<file path="src/rtl/pacman_pkg.sv">
// pacman_pkg: shared tile codes, default map size and tile address helper. Rev 1.0.
`default_nettype none

package pacman_pkg;

  typedef enum logic [1:0] {
    EMPTY  = 2'd0,
    WALL   = 2'd1,
    DOT    = 2'd2,
    PACMAN = 2'd3
  } tile_t;

  localparam int MAP_W_DEF = 40;
  localparam int MAP_H_DEF = 30;

  // Row stride is fixed at 40 tiles: y*40 = (y<<5) + (y<<3), maximum address 1199.
  function automatic logic [10:0] tile_addr(input logic [5:0] x, input logic [4:0] y);
    tile_addr = ({6'd0, y} << 5) + ({6'd0, y} << 3) + {5'd0, x};
  endfunction

endpackage

`default_nettype wire

</file>
<file path="src/rtl/pacman_map_writer_if.sv">
// pacman_map_writer_if: move handshake plus tile-map RAM port. Rev 1.0.
`default_nettype none

interface pacman_map_writer_if #(
  parameter int SCORE_W = 16
);
  logic               req;
  logic [5:0]         curr_x;
  logic [5:0]         next_x;
  logic [4:0]         curr_y;
  logic [4:0]         next_y;
  logic               done;
  logic               blocked;
  logic               dot_eaten;
  logic [SCORE_W-1:0] score;
  logic [10:0]        ram_addr;
  logic               ram_wren;
  logic [1:0]         ram_wdata;
  logic [1:0]         ram_rdata;

  modport master (
    output req, curr_x, next_x, curr_y, next_y, ram_rdata,
    input  done, blocked, dot_eaten, score, ram_addr, ram_wren, ram_wdata
  );

  modport slave (
    input  req, curr_x, next_x, curr_y, next_y, ram_rdata,
    output done, blocked, dot_eaten, score, ram_addr, ram_wren, ram_wdata
  );

endinterface

`default_nettype wire

</file>
<file path="src/rtl/tile_addr_calc.sv">
// tile_addr_calc: combinational tile coordinate to RAM address, with on-map check. Rev 1.0.
`default_nettype none

module tile_addr_calc
  import pacman_pkg::*;
#(
  parameter int MAP_W = MAP_W_DEF,
  parameter int MAP_H = MAP_H_DEF
) (
  input  logic [5:0]  x,
  input  logic [4:0]  y,
  output logic [10:0] addr,
  output logic        in_range
);

  assign addr     = tile_addr(x, y);
  assign in_range = ({26'd0, x} < 32'(MAP_W)) && ({27'd0, y} < 32'(MAP_H));

endmodule

`default_nettype wire

</file>
<file path="src/rtl/pacman_map_writer.sv">
// pacman_map_writer: validates a pacman move against the tile map and redraws him. Rev 1.0.
// Optional: define PACMAN_SCORE_EN to keep the saturating dot-score counter.
`default_nettype none

module pacman_map_writer
  import pacman_pkg::*;
#(
  parameter int MAP_W   = MAP_W_DEF,
  parameter int MAP_H   = MAP_H_DEF,
  parameter int SCORE_W = 16
) (
  input  logic                CLOCK_50,
  input  logic                reset_n,
  pacman_map_writer_if.slave  bus
);

  typedef enum logic [2:0] {
    IDLE   = 3'd0,
    LOOKUP = 3'd1,
    EVAL   = 3'd2,
    ERASE  = 3'd3,
    PLACE  = 3'd4,
    FINISH = 3'd5
  } state_t;

  state_t      state;
  logic [5:0]  cur_x_lat, nxt_x_lat;
  logic [4:0]  cur_y_lat, nxt_y_lat;
  logic        dot_flag;
  logic        done_q, blocked_q, dot_eaten_q, wren_q;
  logic [10:0] addr_q;
  tile_t       wdata_q;

  logic [5:0]  cur_x_sel, nxt_x_sel;
  logic [4:0]  cur_y_sel, nxt_y_sel;
  logic [10:0] curr_addr, next_addr;
  logic        curr_ok, next_ok, same_tile;

  // Live coordinates are only looked at in the IDLE cycle that accepts the request.
  assign cur_x_sel = (state == IDLE) ? bus.curr_x : cur_x_lat;
  assign cur_y_sel = (state == IDLE) ? bus.curr_y : cur_y_lat;
  assign nxt_x_sel = (state == IDLE) ? bus.next_x : nxt_x_lat;
  assign nxt_y_sel = (state == IDLE) ? bus.next_y : nxt_y_lat;
  assign same_tile = (cur_x_sel == nxt_x_sel) && (cur_y_sel == nxt_y_sel);

  tile_addr_calc #(.MAP_W(MAP_W), .MAP_H(MAP_H)) u_curr_addr (
    .x        (cur_x_sel),
    .y        (cur_y_sel),
    .addr     (curr_addr),
    .in_range (curr_ok)
  );

  tile_addr_calc #(.MAP_W(MAP_W), .MAP_H(MAP_H)) u_next_addr (
    .x        (nxt_x_sel),
    .y        (nxt_y_sel),
    .addr     (next_addr),
    .in_range (next_ok)
  );

  always_ff @(posedge CLOCK_50 or negedge reset_n) begin
    if (!reset_n) begin
      state       <= IDLE;
      cur_x_lat   <= '0;
      cur_y_lat   <= '0;
      nxt_x_lat   <= '0;
      nxt_y_lat   <= '0;
      dot_flag    <= 1'b0;
      done_q      <= 1'b0;
      blocked_q   <= 1'b0;
      dot_eaten_q <= 1'b0;
      wren_q      <= 1'b0;
      addr_q      <= '0;
      wdata_q     <= EMPTY;
    end else begin
      done_q      <= 1'b0;
      dot_eaten_q <= 1'b0;
      wren_q      <= 1'b0;
      case (state)
        IDLE: begin
          if (bus.req) begin
            cur_x_lat <= bus.curr_x;
            cur_y_lat <= bus.curr_y;
            nxt_x_lat <= bus.next_x;
            nxt_y_lat <= bus.next_y;
            // An off-map current tile is refused too, so a bad erase can never hit the map.
            if (!next_ok || !curr_ok) begin
              blocked_q <= 1'b1;
              done_q    <= 1'b1;
              state     <= FINISH;
            end else if (same_tile) begin
              blocked_q <= 1'b0;
              done_q    <= 1'b1;
              state     <= FINISH;
            end else begin
              addr_q <= next_addr;
              state  <= LOOKUP;
            end
          end
        end
        LOOKUP: state <= EVAL;
        EVAL: begin
          if (tile_t'(bus.ram_rdata) == WALL) begin
            blocked_q <= 1'b1;
            done_q    <= 1'b1;
            state     <= FINISH;
          end else begin
            dot_flag <= (tile_t'(bus.ram_rdata) == DOT);
            wren_q   <= 1'b1;
            addr_q   <= curr_addr;
            wdata_q  <= EMPTY;
            state    <= ERASE;
          end
        end
        ERASE: begin
          wren_q      <= 1'b1;
          addr_q      <= next_addr;
          wdata_q     <= PACMAN;
          dot_eaten_q <= dot_flag;
          state       <= PLACE;
        end
        PLACE: begin
          blocked_q <= 1'b0;
          done_q    <= 1'b1;
          state     <= FINISH;
        end
        FINISH:  state <= IDLE;
        default: state <= IDLE;
      endcase
    end
  end

`ifdef PACMAN_SCORE_EN
  logic [SCORE_W-1:0] score_q;

  always_ff @(posedge CLOCK_50 or negedge reset_n) begin
    if (!reset_n) begin
      score_q <= '0;
    end else if (state == PLACE && dot_flag && score_q != {SCORE_W{1'b1}}) begin
      score_q <= score_q + SCORE_W'(1);
    end
  end

  assign bus.score = score_q;
`else
  assign bus.score = {SCORE_W{1'b0}};
`endif

  assign bus.done      = done_q;
  assign bus.blocked   = blocked_q;
  assign bus.dot_eaten = dot_eaten_q;
  assign bus.ram_wren  = wren_q;
  assign bus.ram_addr  = addr_q;
  assign bus.ram_wdata = wdata_q;

endmodule

`default_nettype wire

</file>
<file path="src/flat_wrapper.sv">
// flat-port wrapper written by rule: the top's interface ports become plain ports
module pacman_map_writer_flat import pacman_pkg::*;
#(
  parameter int MAP_W   = MAP_W_DEF,
  parameter int MAP_H   = MAP_H_DEF,
  parameter int SCORE_W = 16
)
  (CLOCK_50, reset_n, bus_req, bus_curr_x, bus_next_x, bus_curr_y, bus_next_y, bus_ram_rdata, bus_done, bus_blocked, bus_dot_eaten, bus_score, bus_ram_addr, bus_ram_wren, bus_ram_wdata);
  pacman_map_writer_if #(.SCORE_W(SCORE_W)) bus_i ();
  input  logic CLOCK_50;
  input  logic reset_n;
  input wire logic [$bits(bus_i.req)-1:0] bus_req;
  input wire logic [$bits(bus_i.curr_x)-1:0] bus_curr_x;
  input wire logic [$bits(bus_i.next_x)-1:0] bus_next_x;
  input wire logic [$bits(bus_i.curr_y)-1:0] bus_curr_y;
  input wire logic [$bits(bus_i.next_y)-1:0] bus_next_y;
  input wire logic [$bits(bus_i.ram_rdata)-1:0] bus_ram_rdata;
  output wire logic [$bits(bus_i.done)-1:0] bus_done;
  output wire logic [$bits(bus_i.blocked)-1:0] bus_blocked;
  output wire logic [$bits(bus_i.dot_eaten)-1:0] bus_dot_eaten;
  output wire logic [$bits(bus_i.score)-1:0] bus_score;
  output wire logic [$bits(bus_i.ram_addr)-1:0] bus_ram_addr;
  output wire logic [$bits(bus_i.ram_wren)-1:0] bus_ram_wren;
  output wire logic [$bits(bus_i.ram_wdata)-1:0] bus_ram_wdata;
  assign bus_i.req = bus_req;
  assign bus_i.curr_x = bus_curr_x;
  assign bus_i.next_x = bus_next_x;
  assign bus_i.curr_y = bus_curr_y;
  assign bus_i.next_y = bus_next_y;
  assign bus_i.ram_rdata = bus_ram_rdata;
  assign bus_done = bus_i.done;
  assign bus_blocked = bus_i.blocked;
  assign bus_dot_eaten = bus_i.dot_eaten;
  assign bus_score = bus_i.score;
  assign bus_ram_addr = bus_i.ram_addr;
  assign bus_ram_wren = bus_i.ram_wren;
  assign bus_ram_wdata = bus_i.ram_wdata;
  pacman_map_writer #(.MAP_W(MAP_W), .MAP_H(MAP_H), .SCORE_W(SCORE_W)) u_core (.CLOCK_50(CLOCK_50), .reset_n(reset_n), .bus(bus_i));
endmodule
</file>
<file path="config.mk">
export PLATFORM = sky130hd
export DESIGN_NAME = pacman_map_writer_flat
export DESIGN_NICKNAME = d
export VERILOG_FILES = /design/src/rtl/pacman_pkg.sv /design/src/rtl/pacman_map_writer_if.sv /design/src/rtl/tile_addr_calc.sv /design/src/rtl/pacman_map_writer.sv /design/src/flat_wrapper.sv
export SDC_FILE = /design/constraint.sdc
export NUM_CORES = 1
export LEC_CHECK = 0
export CORE_ASPECT_RATIO = 1.75
export CORE_MARGIN = 4
export CORE_UTILIZATION = 40
export DETAILED_ROUTE_END_ITERATION = 6
export PLACE_DENSITY = 0.7
export REMOVE_ABC_BUFFERS = 1
export SYNTH_ARGS = -nofsm -noshare
export SYNTH_HDL_FRONTEND = slang
export SYNTH_SLANG_ARGS = --single-unit
</file>
<file path="constraint.sdc">
create_clock -name CLOCK_50 -period 4.6 [get_ports CLOCK_50]
set_input_delay 0.46 -clock CLOCK_50 [delete_from_list [all_inputs] [get_ports CLOCK_50]]
set_output_delay 0.46 -clock CLOCK_50 [all_outputs]
set_load 0.02 [all_outputs]
</file>
==> metrics.md <==
| Metric | Value |
|---|---|
| Finished Layout Cells | 454 |
| Buf+Inv Stages, Crit Path | 0 |
| Final Hold Fails | 0 |
| Slowest stage delay, CP | ~0.75 ns |
| Reg2Reg Setup Slack | 0.86 ns |
| # clock sinks | 42 |
| Crit path depth | 11 |
| Die height | 126 um |
| Global-route usage over all layers | 17.0% |
| Clock latency at the later pin of the worst-skew pair | 0.29 ns |
| Status | finished clean |
| Die W | 75.3 um |
| RSZ-0062 raised after global routing | no |
| Seq/Total Area, Yosys | 33.1% |
| Vias in the first global route | 2495 |
| Worst setup endpoint | u_core.bus.ram_addr[10] |
| Crit-path slowest cell | nor3_4 |
| Post-CTS Resized | 0 |
| Core box area | 7670 um2 |
| Ant diodes | 0 |
| Routed Antenna Nets | 0 |
| Initial antenna violation count | 0 |
| CP Class | reg -> reg |
| Slew @ Worst Pin | 0.937 ns |
| Post-synth cell types | 51 |
| Synth-to-layout area growth | 17.9% |
| Max Slew Vio Count | 0 |
| Cell Pwr Density | ~890 nW/um2 |
| Max Fclk | 267 MHz |
| CTS buffer count | 5 |
| Setup Viol. Count Final | 0 |
| Clock Path Buffers | 2 |
| Overall Power | 3.34 mW |
| Period utilization | between 80% and 90% |
| FF+latch count, synth | 42 |
| Critical Path Most Common Cell | ha_1 |
| Total wire length | 7660 um |
| Critical Path Start Type | register |
| Ports | 60 |
| Drt drc | 0 |
| Min cycle time layout | 3.74 ns |
| LEAKAGE | 1.63 nW |
| DP Cell Count | 446 |
| DIE AREA | 9470 um2 |
| Cell Chain, Critical Path | nor3_4, o21ai_0, ha_1, ha_1, fa_1, a21o_1, a21oi_1, nor2b_1, nor2_1, o31ai_1, mux2_4 |
| DR vias/cell | 5.48 |
| First-pass GRT wire length | 12200 um |
| YS warnings | 0 |
| Critical-path maximum fanout | 28 |
| FP Rows | 42 |
| Post-DP HPWL | 5830 um |
| RR Startpoint | u_core.state[1] |
| CTS tree | built |
| MaxCap Viol Count | 0 |
| Post-synth EDFFs | 0 |
| First-pass DRT Iterations | 4 |
| Wire length per cell | 16.9 um |
| Starting Density | ~41% |
| Post-CTS setup buffers | 0 |
| FF-to-FF path depth | 11 |
| Hold buffer count at cts | 0 |
| Overall via count from detail_route | 2489 |
| Critical path's top delay family | adder cells |
| Setup Total Neg Slack | 0 ns |
| WP data arrival | 3.92 ns |
| Clock transition at path regs | around 0.06 ns |
| Setup crit end kind | register |
| Overflow after GRT | 0 |
| Main synth FF type | dfrtp_1 |
| Gpl congestion | 0.907 |
| Pin count of the biggest net entering global routing | 43 |
| R2r endpoint | u_core.bus.ram_addr[10] |
| H-tree depth | 2 |
| Synthesized area | 3170 um2 |
| WHS | 0.313 ns |
| Post-Synthesis Cells | 331 |
| CTS Root Cell | clkbuf_16 |
| Fraction of layout cells with a size suffix above 1 | 11.7% |
| NumNets Final | 410 |
| Worst min path class | in -> async |
| Post-synth ARST share | 100% |
| Peak supply drop | 0.358 mV |
| DRT iter0 DRCs | 96 |
| Relative slew margins | 37.5% |
| Worst Setup SP | u_core.state[1] |
| Worst path required time | 4.77 ns |
| IO Port Bufs | between 40 and 50 |
| Mean Syn Cell Area | 9.58 um2 |
| Clock Skew | 0.00800 ns |
==> stage by stage <==
stage	area [um2]	worst slack (ns)	util [%]
global placement	3570	1.00	46.6
CTS	3740	0.862	48.7
global route	3740	0.579	48.7
floorplan	3030	1.34	-
detailed placement	3570	0.856	46.6
finish	3740	0.856	48.7
==> power by group <==
| group | leakage [nW] | internal, mW | total (mW) | switching (mW) |
|---|---|---|---|---|
| clock network | 0.0832 | 0.246 | 0.389 | 0.144 |
| logic | 1.04 | 1.07 | 2.17 | 1.10 |
| registers | 0.507 | 0.556 | 0.775 | 0.219 |
==> worst register-to-register path: cells and delay by family (launching register included) <==
family / cells / cell delay, ns
AO/OA/AOI/OAI: 4 / 0.81
adder cells (fa/ha/maj): 3 / 1.08
flip-flops: 1 / 0.54
multiplexers: 1 / 0.27
AND/OR/NAND/NOR: 3 / 0.95
==> cell usage in the layout (no fill, tap or decap), types with 3 or more instances in the layout <==
master           count
o21ai_0             22
clkbuf_16            5
a21o_1               5
nand4_1              5
clkbuf_8             3
clkdlybuf4s50_1     42
ha_1                16
nand2_1             48
nor2_1              11
mux2_4              10
nand3_1              6
inv_1                5
o21ai_1              4
mux2i_1              6
xor2_1              15
conb_1              16
a211oi_1             4
mux2_2              17
a21oi_1             13
xnor2_1             21
a221oi_1             3
mux2_1               7
dfrtp_1             42
nor2b_1              4
==> state kept, by name, indices dropped and copies added (netlist names) <==
name,count
u_core.bus.ram_addr,11
u_core.cur_x_lat,6
u_core.nxt_x_lat,6
u_core.cur_y_lat,5
u_core.nxt_y_lat,5
u_core.state,3
u_core.bus.blocked,1
u_core.bus.done,1
u_core.bus.dot_eaten,1
u_core.bus.ram_wdata,1
u_core.bus.ram_wren,1
u_core.dot_flag,1
==> synthesized netlist by cell type, types with 3 or more instances <==
| master | instances | share of area (%) |
|---|---|---|
| a211oi_1 | 4 | 0.95 |
| a21o_1 | 5 | 1.2 |
| a21oi_1 | 13 | 2.1 |
| a221oi_1 | 3 | 0.83 |
| buf_2 | 6 | 0.95 |
| buf_4 | 17 | 4.0 |
| clkbuf_1 | 6 | 0.71 |
| dfrtp_1 | 42 | 33 |
| ha_1 | 16 | 6.3 |
| inv_1 | 5 | 0.59 |
| mux2_1 | 7 | 2.5 |
| mux2_2 | 17 | 6.0 |
| mux2_4 | 10 | 4.7 |
| mux2i_1 | 6 | 1.9 |
| nand2_1 | 48 | 5.7 |
| nand3_1 | 6 | 0.95 |
| nand4_1 | 5 | 0.99 |
| nor2_1 | 11 | 1.3 |
| nor2b_1 | 4 | 0.79 |
| o21ai_0 | 22 | 3.5 |
| o21ai_1 | 4 | 0.63 |
| xnor2_1 | 21 | 5.8 |
| xor2_1 | 15 | 4.1 |
==> worst min-delay path by stage <==
stage | to | slack [ns] | depth (start not counted)
after floorplan | u_core.bus.blocked | 0.16 | 0
after global placement | u_core.dot_flag | 0.46 | 2
after detailed placement | u_core.bus.blocked | 0.48 | 1
after CTS | u_core.nxt_x_lat[3] | 0.35 | 1
after global routing | u_core.nxt_y_lat[2] | 0.41 | 1
final | u_core.nxt_y_lat[2] | 0.31 | 1
==> final cells by class <==
| cell class | count | area (um2) |
|---|---|---|
| clock buffers | 8 | 166 |
| fillers | 722 | 3930 |
| inverters | 5 | 18.8 |
| multi-input cells | 267 | 1960 |
| flip-flops and latches | 42 | 1050 |
| well taps | 88 | 110 |
| repair buffers | 44 | 433 |
==> kinds of logic after synthesis <==
kind of cell	count (synthesis)	synth area share [%]
and+or+nand+nor	87	12.9
muxes	40	15.1
DFF	42	33.1
other	1	0.118
adders and majority gates	20	8.21
buffers and inverters	37	6.86
xor gates and xnor gates	36	9.94
AOI/OAI and AO/OA	68	13.7
==> metal layers <==
| layer | wire, um | part of all wire [%] | global-route usage [%] | vias up |
|---|---|---|---|---|
| li1 | - | - | - | 1192 |
| met1 | 2850 | 37 | 18.2 | 1191 |
| met2 | 4140 | 54 | 29.8 | 81 |
| met3 | 353 | 4.6 | 3.35 | 25 |
| met4 | 314 | 4.1 | 9.06 | 0 |
| met5 | 0 | 0 | 0 | - |
Power figures use the tool's default switching activity.
